$ cat src/rtl/mp_job_issue.sv
// Job issue stage: buffers process-info words in a small FIFO and expands each
// job into a run of descriptor-fetch requests for the host-read engine.
module mp_job_issue #(
    parameter int PINFO_WIDTH = 88,
    parameter int PASID_WIDTH = 9,
    parameter int DEPTH       = 8,
    parameter int DESC_BYTES  = 128
) (
    input  logic                     clk,
    input  logic                     rst_n,
    input  logic [PINFO_WIDTH-1:0]   process_info_i,
    input  logic                     process_start_i,
    output logic                     process_ready_o,
    output logic                     fetch_valid_o,
    input  logic                     fetch_ready_i,
    output logic [63:0]              fetch_addr_o,
    output logic [PASID_WIDTH-1:0]   fetch_pasid_o,
    output logic [7:0]               fetch_idx_o,
    output logic                     fetch_last_o,
    output logic                     job_done_o,
    output logic [$clog2(DEPTH):0]   queue_level_o,
    output logic                     busy_o
);
    localparam int PW = $clog2(DEPTH);
    localparam int EW = 72 + PASID_WIDTH;
    localparam logic [PW:0] FULL_LVL = (PW+1)'(DEPTH);

    typedef enum logic {IDLE, ISSUE} state_t;

    logic [EW-1:0]          r_mem [DEPTH];
    logic [PW-1:0]          r_wr_ptr;
    logic [PW-1:0]          r_rd_ptr;
    logic [PW:0]            r_count;
    state_t                 r_state;
    state_t                 w_state_next;
    logic [63:0]            r_addr;
    logic [PASID_WIDTH-1:0] r_pasid;
    logic [7:0]             r_cnt;
    logic [7:0]             r_idx;

    logic                   w_full;
    logic                   w_push;
    logic                   w_pop;
    logic                   w_last;
    logic [EW-1:0]          w_head;
    logic [7:0]             w_head_cnt;

    // Only the addr/pasid/count fields are stored; anything above is dropped.
    generate
        if (PINFO_WIDTH > EW) begin : g_unused_bits
            logic w_unused;
            assign w_unused = ^process_info_i[PINFO_WIDTH-1:EW];
        end
    endgenerate

    assign w_full     = (r_count == FULL_LVL);
    assign w_push     = process_start_i & ~w_full;
    assign w_head     = r_mem[r_rd_ptr];
    assign w_head_cnt = w_head[EW-1 -: 8];
    assign w_last     = (r_idx == r_cnt - 8'd1);

    always_ff @(posedge clk) begin
        if (w_push) begin
            r_mem[r_wr_ptr] <= process_info_i[EW-1:0];
        end
    end

    always_ff @(posedge clk or negedge rst_n) begin
        if (!rst_n) begin
            r_wr_ptr <= '0;
            r_rd_ptr <= '0;
            r_count  <= '0;
        end else begin
            if (w_push) r_wr_ptr <= r_wr_ptr + 1'b1;
            if (w_pop)  r_rd_ptr <= r_rd_ptr + 1'b1;
            case ({w_push, w_pop})
                2'b10:   r_count <= r_count + 1'b1;
                2'b01:   r_count <= r_count - 1'b1;
                default: r_count <= r_count;
            endcase
        end
    end

    always_ff @(posedge clk or negedge rst_n) begin
        if (!rst_n) begin
            r_state <= IDLE;
            r_addr  <= '0;
            r_pasid <= '0;
            r_cnt   <= '0;
            r_idx   <= '0;
        end else begin
            r_state <= w_state_next;
            if (w_pop) begin
                {r_cnt, r_pasid, r_addr} <= w_head;
                r_idx                    <= '0;
            end else if (r_state == ISSUE && fetch_ready_i && !w_last) begin
                r_idx  <= r_idx + 8'd1;
                r_addr <= r_addr + 64'(DESC_BYTES);
            end
        end
    end

    // A zero-count job is retired straight out of IDLE without any request.
    always_comb begin
        w_state_next  = r_state;
        w_pop         = 1'b0;
        job_done_o    = 1'b0;
        fetch_valid_o = 1'b0;
        case (r_state)
            IDLE: begin
                if (r_count != '0) begin
                    w_pop = 1'b1;
                    if (w_head_cnt != 8'd0) w_state_next = ISSUE;
                    else                    job_done_o   = 1'b1;
                end
            end
            ISSUE: begin
                fetch_valid_o = 1'b1;
                if (fetch_ready_i && w_last) begin
                    job_done_o   = 1'b1;
                    w_state_next = IDLE;
                end
            end
            default: w_state_next = IDLE;
        endcase
    end

    assign process_ready_o = ~w_full;
    assign fetch_addr_o    = r_addr;
    assign fetch_pasid_o   = r_pasid;
    assign fetch_idx_o     = r_idx;
    assign fetch_last_o    = (r_state == ISSUE) && w_last;
    assign queue_level_o   = r_count;
    assign busy_o          = (r_count != '0) || (r_state != IDLE);

endmodule

$ cat config.mk
export PLATFORM = sky130hd
export DESIGN_NAME = mp_job_issue
export DESIGN_NICKNAME = d
export VERILOG_FILES = /design/src/rtl/mp_job_issue.sv
export SDC_FILE = /design/constraint.sdc
export NUM_CORES = 1
export LEC_CHECK = 0
export ABC_CLOCK_PERIOD_IN_PS = 11400
export BUFFER_PORTS_ARGS = -buffer_cell sky130_fd_sc_hd__buf_2
export CORE_MARGIN = 4
export CORE_UTILIZATION = 55
export DETAILED_ROUTE_END_ITERATION = 16
export PLACE_DENSITY_LB_ADDON = 0.1
export SLEW_MARGIN = 10
export SYNTH_ARGS = -nofsm -noshare
export SYNTH_HDL_FRONTEND = slang
export SYNTH_SLANG_ARGS = --single-unit
$ cat constraint.sdc
create_clock -name clk -period 11.4 [get_ports clk]
set_input_delay 2.28 -clock clk [delete_from_list [all_inputs] [get_ports clk]]
set_output_delay 2.28 -clock clk [all_outputs]
set_load 0.005 [all_outputs]
==> results of run 1 <==
-- worst max-delay path, stage by stage (launching register included) --
cell       delay [ns]
dfrtp_1          0.47
inv_1            0.07
ha_1             0.29
nand2b_1         0.20
o211a_1          0.13
o31a_1           0.26
a2111oi_4        0.22
buf_4            0.51
and2_1           0.70
a22o_1           0.30
buf_2            0.14
-- sequential cells by signal, summed over array words and instances (netlist names) --
register / cells
queue_level_o: 4
fetch_pasid_o: 9
r_mem: 648
r_cnt: 8
fetch_idx_o: 8
r_state: 1
r_rd_ptr: 3
fetch_addr_o: 64
r_wr_ptr: 3
-- cell families (layout without fill, tap and decap cells) --
| family | after synthesis | after routing | synth area share |
|---|---|---|---|
| muxes | 210 | 210 | 0.138 |
| DFF | 748 | 748 | 0.735 |
| other | 0 | 8 | 0 |
| xor gates and xnor gates | 55 | 55 | 0.0161 |
| buffers and inverters | 101 | 362 | 0.0139 |
| adders and majority gates | 9 | 9 | 0.00402 |
| AOI/OAI and AO/OA | 202 | 202 | 0.0464 |
| and+or+nand+nor | 261 | 261 | 0.0466 |
-- worst min-delay path by stage --
stage                                    to  slack (ns)
2_1_floorplan          r_cnt[7]$_DFFE_PN0N_        0.47
3_3_place_gp   fetch_pasid_o[0]$_DFFE_PN0N_        0.46
3_5_place_dp   fetch_pasid_o[0]$_DFFE_PN0N_        0.46
4_1_cts        fetch_pasid_o[0]$_DFFE_PN0N_        0.48
5_1_grt        fetch_pasid_o[8]$_DFFE_PN0N_        0.51
6_report       fetch_pasid_o[0]$_DFFE_PN0N_        0.47
-- Yosys cell counts, types with 6 or more instances --
| library cell | instances | area share |
|---|---|---|
| nand2_1 | 80 | 0.010 |
| a2111oi_0 | 14 | 0.0041 |
| mux2i_1 | 43 | 0.014 |
| buf_2 | 29 | 0.0049 |
| clkbuf_1 | 53 | 0.0067 |
| nor2b_1 | 45 | 0.0094 |
| ha_1 | 8 | 0.0033 |
| a211oi_1 | 53 | 0.013 |
| a21oi_1 | 64 | 0.011 |
| xnor2_1 | 48 | 0.014 |
| nand4_1 | 28 | 0.0059 |
| xor2_1 | 7 | 0.0021 |
| inv_1 | 12 | 0.0015 |
| edfxtp_1 | 648 | 0.65 |
| nor3_1 | 15 | 0.0025 |
| buf_1 | 7 | 0.00088 |
| nor2_1 | 20 | 0.0025 |
| dfrtp_1 | 100 | 0.084 |
| nor4_1 | 6 | 0.0013 |
| and3_1 | 8 | 0.0017 |
| or4_1 | 6 | 0.0015 |
| nand3_1 | 23 | 0.0039 |
| o21ai_0 | 31 | 0.0052 |
| mux4_2 | 162 | 0.12 |
-- stage by stage --
step | hold slack (ns) | util
after global placement | 0.457 | 0.587
after detailed placement | 0.465 | 0.587
after CTS | 0.478 | 0.634
final | 0.473 | 0.635
after floorplan | 0.469 | -
after global routing | 0.508 | 0.635
-- cell usage in the layout, fill, tap and decap left out, types with 6 or more instances in the layout --
master     netlist  final
a2111oi_0       14     14
a211oi_1        53     53
a21oi_1         64     64
and3_1           8      8
buf_2           29    173
buf_4            0     35
bufinv_16        0      8
clkbuf_1        53     24
clkbuf_16        0     81
clkinv_1         0      9
clkinv_2         0     11
dfrtp_1        100     97
diode_2          0      8
edfxtp_1       648    648
ha_1             8      8
inv_1           12     12
mux2i_1         43     43
mux4_2         162    162
nand2_1         80     79
nand3_1         23     23
nand4_1         28     28
nor2_1          20     19
nor2b_1         45     45
nor3_1          15     13
o21ai_0         31     31
or4_1            6      6
xnor2_1         48     48
xor2_1           7      7
-- per-layer routing --
metal  wire length (um)  up-vias  track usage
met5                 55        -            0
li1                   -     6884            -
met4               1360       10       0.0709
met1              28400     8268        0.338
met3               5210      101       0.0639
met2              32700      459        0.365
-- where the power goes --
group / switching [mW] / total [mW] / leakage [nW] / internal [mW]
Clock: 0.996 / 2.51 / 1.24 / 1.52
Sequential: 0.381 / 3.90 / 7.05 / 3.52
Combinational: 1.07 / 1.96 / 3.09 / 0.890
-- area by class of cell --
class                   count  area (um^2)  share of cell area
flip-flops and latches    748        22000               0.643
multi-input cells         737         7570               0.222
clock buffers             110         2190              0.0640
repair buffers            209         1150              0.0336
well taps                 696          871              0.0255
clock inverters            31          353              0.0103
inverters                  12         45.0             0.00132
diodes                      8         20.0            0.000586
==> implementation parameters, run 1 <==
Parameter                              Value

Run status
  Result of the run    finished, final reports clean

Route
  Remaining DRCs    0
  Via total after detailed routing    15700
  Via density per instance    6.16
  Total wirelength of the detailed-routed design    67700 um
  DRT Pass-1 Iters    5
  Final antenna-violating net count    0
  1st-iter DRT viols    1309
  Drt wl/cell    26.6 um

Synth
  Synthesized area per cell    18.8 um^2
  #FFs+latches synth    748
  Seq/Total Area, Yosys    0.735
  Cell Area, Synth    29900 um^2
  Total number of yosys warnings    0
  Post-synth top flop    edfxtp_1
  Number of enable-type register cells in the synthesized netlist    648
  Gate count of the mapped netlist    1586
  Net Count, Synth    1687
  Share of flip-flops with an asynchronous set or reset after synthesis    0.134
  Count of cell types in the netlist    58

Placed design
  Final estimated routing congestion in global placement    0.824
  Placed instance count    2402
  Placement-stage cell area    31600 um^2
  Port-buffer cells    174
  Post-Place Setup Slack    5.81 ns
  Post-detail-place hpwl    39500 um

Timing
  Final setup violation count    0
  Least-Margin Pin Slew    1.13 ns
  Pins Over Slew Limit    0
  FMAX    162 MHz
  Final critical-path share of the clock period    0.543
  Unrepaired setup endpoints after global routing    false
  Final Critical Period    6.19 ns
  Final Skew    0.0205 ns
  Setup Total Neg Slack    0 ns
  Setup WS post-layout    5.21 ns
  Final count of hold timing violations    0
  Relative slew slack    0.237

Min path
  HP Start    fetch_pasid_o[0]$_DFFE_PN0N_
  Number of stages on the worst hold path    2
  Tightest Hold Check Type    flip-flop to flip-flop

Die
  Width of the die    241 um
  Area of the core    53800 um^2
  Row cnt    85
  Starting utilization of the core area    0.555
  Die footprint    58100 um^2
  I/O pin count    182
  Die height    241 um

Critical path
  Category of the worst setup path launch point    flip-flop
  Critical Path Sink    job_done_o
  Critical register-to-register path endpoint    queue_level_o[3]$_DFFE_PN0P_
  Endpoint arrival time on the critical path    3.91 ns
  Endpoint class of the critical path    primary output
  Launching element of the worst setup path    r_cnt[0]$_DFFE_PN0N_
  Critical Path Fanout Max    45
  Register-to-register setup slack    7.60 ns
  Worst EP required    9.12 ns
  Classification of the worst setup path    flip-flop to primary output
  Reg2Reg Depth    11
  Worst r2r src    queue_level_o[0]$_DFFE_PN0P_

Pwr
  IR drop worst, VDD    0.134 mV
  Total power after layout    8.37 mW
  Power Density    245 nW/um^2
  Leakage power summed over all cells    11.4 nW

Cells and area
  Layout Area Growth over Synthesis    14.3%
  Filler instances    3759
  Net count reported at finish    1886
  Layout Cells excl Fill    2551
  Post-route standard cell area excluding fillers    34200 um^2
  Fraction of final layout cells with drive strength greater than 1    0.278

Clocking
  TritonCTS clock tree    done
  Register clock-pin slew on the reported worst setup and hold paths    0.06 ns
  Setup bufs post-CTS    0
  Clock latency reported for the late side of the worst-skew pair    0.61 ns
  Deepest level of the CTS H-tree    3
  Hold buffer count at cts    0
  Max Root-Sink Buffers    3
  Clock tree sinks    748
  Post-CTS resize count    0
  CTS Root Buffer Type    clkbuf_16
  Cts bufs inserted    77

Global routing
  Pin count of the biggest net entering global routing    81
  Global-route total usage across every layer    0.237
  Gr ovfl total    0
  Initial antenna violation count    14
  Wire length of the first global-routing pass    102000 um
  Via count of the first global-routing pass    15900

Flow run
  Number of maximum-capacitance violations    0
Power figures use the tool's default switching activity.
==> run 2, diff against run 1 <==
Settings changed: ABC_CLOCK_PERIOD_IN_PS 11400 to 6400.
Clock period 11.4 ns to 6.4 ns, I/O delays scaled along.
==> run 2 against run 1 <==
First-iteration DRC count is 1.3% lower. Hold slack got worse by 0.0010 ns. Highest routed layer unchanged. Clock power rose by 83%. Critical path depth is 3 lower. Via count increased by 0.78%. Worst setup slack worse by 3.9 ns. Clock skew down 0.0032 ns. Design area increased by 0.49%. Critical path type unchanged. Die area unchanged. Clock-buffer cell count is 2 lower. Global-route usage is 0.33 points higher.
==> implementation parameters, run 2 (same netlist as run 1, synthesis figures left out) <==
Parameter                              Value

Critical path
  Number of buffers and inverters on the critical path    2 (-1)
  Worst EP required    5.12 ns (-4.00 ns)
  Classification of the worst setup path    flip-flop to primary output
  Cells along the critical path    buf_4 > mux4_2 > nor3_1 > a21oi_1 > nor2_1 > a22o_1 > buf_2
  Critical Path Fanout Max    36 (-20%)
  Max stage delay on crit path    0.90 ns (+0.20 ns)
  Cell family contributing the most delay on the critical path    flip-flops
  Slowest CP cell    dfrtp_4
  Endpoint arrival time on the critical path    3.78 ns (-0.13 ns)
  Endpoint class of the critical path    primary output
  Category of the worst setup path launch point    flip-flop

Clocking
  Setup bufs post-CTS    0 (unchanged)
  TritonCTS clock tree    done
  Hold buffer count at cts    0 (unchanged)
  Clock latency reported for the late side of the worst-skew pair    0.61 ns (about the same)
  Cts bufs inserted    77 (unchanged)
  Max Root-Sink Buffers    3 (unchanged)
  Deepest level of the CTS H-tree    3 (unchanged)
  Register clock-pin slew on the reported worst setup and hold paths    0.06 ns (about the same)
  CTS Root Buffer Type    clkbuf_16
  Clock tree sinks    748 (unchanged)
  Post-CTS resize count    0 (unchanged)

Pwr
  Proportion of power drawn by combinational gates    0.233 (about the same)
  IR drop worst, VDD    0.298 mV (+120%)
  Switching portion of total power    0.294 (+0.00220)
  Total power after layout    15.1 mW (+80%)
  Power Density    440 nW/um^2 (+80%)
  Int Pwr    10.7 mW (+80%)
  Sequential share of power    0.462 (-0.004)
  Power dissipated by switching net loads    4.44 mW (+82%)
  Share of power burned in the clock network    0.305 (+0.005)
  Leakage power summed over all cells    11.5 nW (+0.83%)

Route
  1st-iter DRT viols    1292 (-1.3%)
  Via density per instance    6.20 (+0.59%)
  Remaining DRCs    0 (unchanged)
  Drt wl/cell    26.9 um (+1.4%)
  Total wirelength of the detailed-routed design    68800 um (+1.6%)
  Final antenna-violating net count    0 (unchanged)
  DRT Pass-1 Iters    5 (unchanged)
  Via total after detailed routing    15800 (+0.78%)

Global routing
  Initial antenna violation count    8 (-6)
  Gr ovfl total    0 (unchanged)
  Via count of the first global-routing pass    16100 (+1.0%)
  Wire length of the first global-routing pass    103000 um (+0.95%)
  Pin count of the biggest net entering global routing    73 (-9.9%)
  Global-route total usage across every layer    0.240 (+0.00331)

Placed design
  Post-detail-place hpwl    40500 um (+2.5%)
  Port-buffer cells    174 (unchanged)
  Final estimated routing congestion in global placement    0.833 (+1.1%)
  Placement-stage cell area    31700 um^2 (+0.28%)

Timing
  Relative slew slack    0.233 (-0.00452)
  Least-Margin Pin Slew    1.14 ns (+0.00671 ns)
  Pins Over Slew Limit    0 (unchanged)
  WHS    0.472 ns (-0.00104 ns)
  Final Critical Period    5.06 ns
  FMAX    198 MHz
  Unrepaired setup endpoints after global routing    false
  Final count of hold timing violations    0 (unchanged)
  Setup Total Neg Slack    0 ns (unchanged)
  Final critical-path share of the clock period    0.790
  Final Skew    0.0173 ns (-0.00317 ns)
  Final setup violation count    0 (unchanged)

Cells and area
  Multi-input gate area in the final layout    7620 um^2 (+0.68%)
  Register area    22000 um^2 (unchanged)
  Fraction of final layout cells with drive strength greater than 1    0.283 (+0.00473)
  Net count reported at finish    1891 (+0.27%)
  Post-route standard cell area excluding fillers    34300 um^2 (+0.49%)
  Layout Area Growth over Synthesis    14.8%
  Register name with the most flops    r_mem
  Max FFs per register    648 (unchanged)
  Leading cell type in the layout, fill and taps excluded    edfxtp_1
  Most used cells in the layout excluding fill and tap cells    edfxtp_1, buf_2, mux4_2, dfrtp_1, clkbuf_16
  Filler instances    3784 (+0.67%)

Min path
  Tightest Hold Check Type    flip-flop to flip-flop

Die
  Row cnt    85 (unchanged)
  Die footprint    58100 um^2 (unchanged)
  Area of the core    53800 um^2 (unchanged)
  Width of the die    241 um (unchanged)
  Starting utilization of the core area    0.555 (unchanged)
  I/O pin count    182 (unchanged)
  Die height    241 um (unchanged)

Flow run
  Number of maximum-capacitance violations    0 (unchanged)

Run status
  Result of the run    finished, final reports clean
[run 2: cell types whose count changed in the layout (fill, tap and decap cells not counted), moves of 2 or more]
| cell | before | now |
|---|---|---|
| nor3_2 | 3 | 1 |
| nor3b_4 | 0 | 2 |
| nor4b_4 | 0 | 2 |
| bufinv_16 | 8 | 10 |
| nor3b_2 | 2 | 0 |
| nor3_4 | 0 | 2 |
| clkbuf_1 | 24 | 21 |
| diode_2 | 8 | 5 |
| buf_4 | 35 | 40 |
| clkbuf_8 | 5 | 7 |
| inv_6 | 1 | 4 |
| nor4b_2 | 2 | 0 |
[run 2: per-stage QoR]
step                      utilization  std cells  setup WS [ns]
final                           0.638       2556           1.34
after global routing            0.638       2552           1.08
after CTS                       0.638       2551           1.26
after global placement          0.589       2407           1.92
after floorplan                     -       1586        -0.0696
after detailed placement        0.589       2407           1.92
[run 2: layout make-up]
class / instances / area share
inverter: 12 / 0.00131
multi-input combinational: 737 / 0.222
antenna: 5 / 0.000364
sequential: 748 / 0.640
tap: 696 / 0.0254
clock buffer: 108 / 0.0634
clock inverter: 36 / 0.0130
timing repair buffer: 214 / 0.0346
[run 2: metal layers]
metal	vias to the layer above	global-route usage	routed length, um
met5	-	0	61
li1	6891	-	-
met3	82	0.0593	5220
met2	520	0.382	33700
met4	10	0.0629	1240
met1	8342	0.340	28600
[run 2: final timing paths]
check	from	to	slack, ns	depth (start not counted)
max	r_rd_ptr[0]$_DFFE_PN0N_	job_done_o	1.34	7
max in group asynchronous	rst_n	r_rd_ptr[2]$_DFFE_PN0N_	4.26	2
min reg2reg	fetch_pasid_o[5]$_DFFE_PN0N_	fetch_pasid_o[5]$_DFFE_PN0N_	0.47	2
min in group asynchronous	rst_n	fetch_addr_o[46]$_DFFE_PN0P_	0.79	1
min	fetch_pasid_o[5]$_DFFE_PN0N_	fetch_pasid_o[5]$_DFFE_PN0N_	0.47	2
max reg2reg	r_rd_ptr[1]$_DFFE_PN0N_	fetch_addr_o[14]$_DFFE_PN0P_	2.33	6
[run 2: power groups by stage]
stage                     combinational, mW  clock, mW  sequential, mW
after floorplan                        2.43          0            6.83
after global placement                 3.52          0            7.01
after detailed placement               3.57          0            7.07
after CTS                              3.59       4.69            6.98
after global routing                   3.83       4.90            7.08
final                                  3.53       4.60            6.98
[run 2: worst register-to-register path: stages (launching register included)]
cell and delay (ns):
dfrtp_4 1.00, buf_4 0.72, buf_4 0.92, mux4_2 0.44
nor2b_1 0.15, a211oi_1 0.61, a31oi_1 0.08
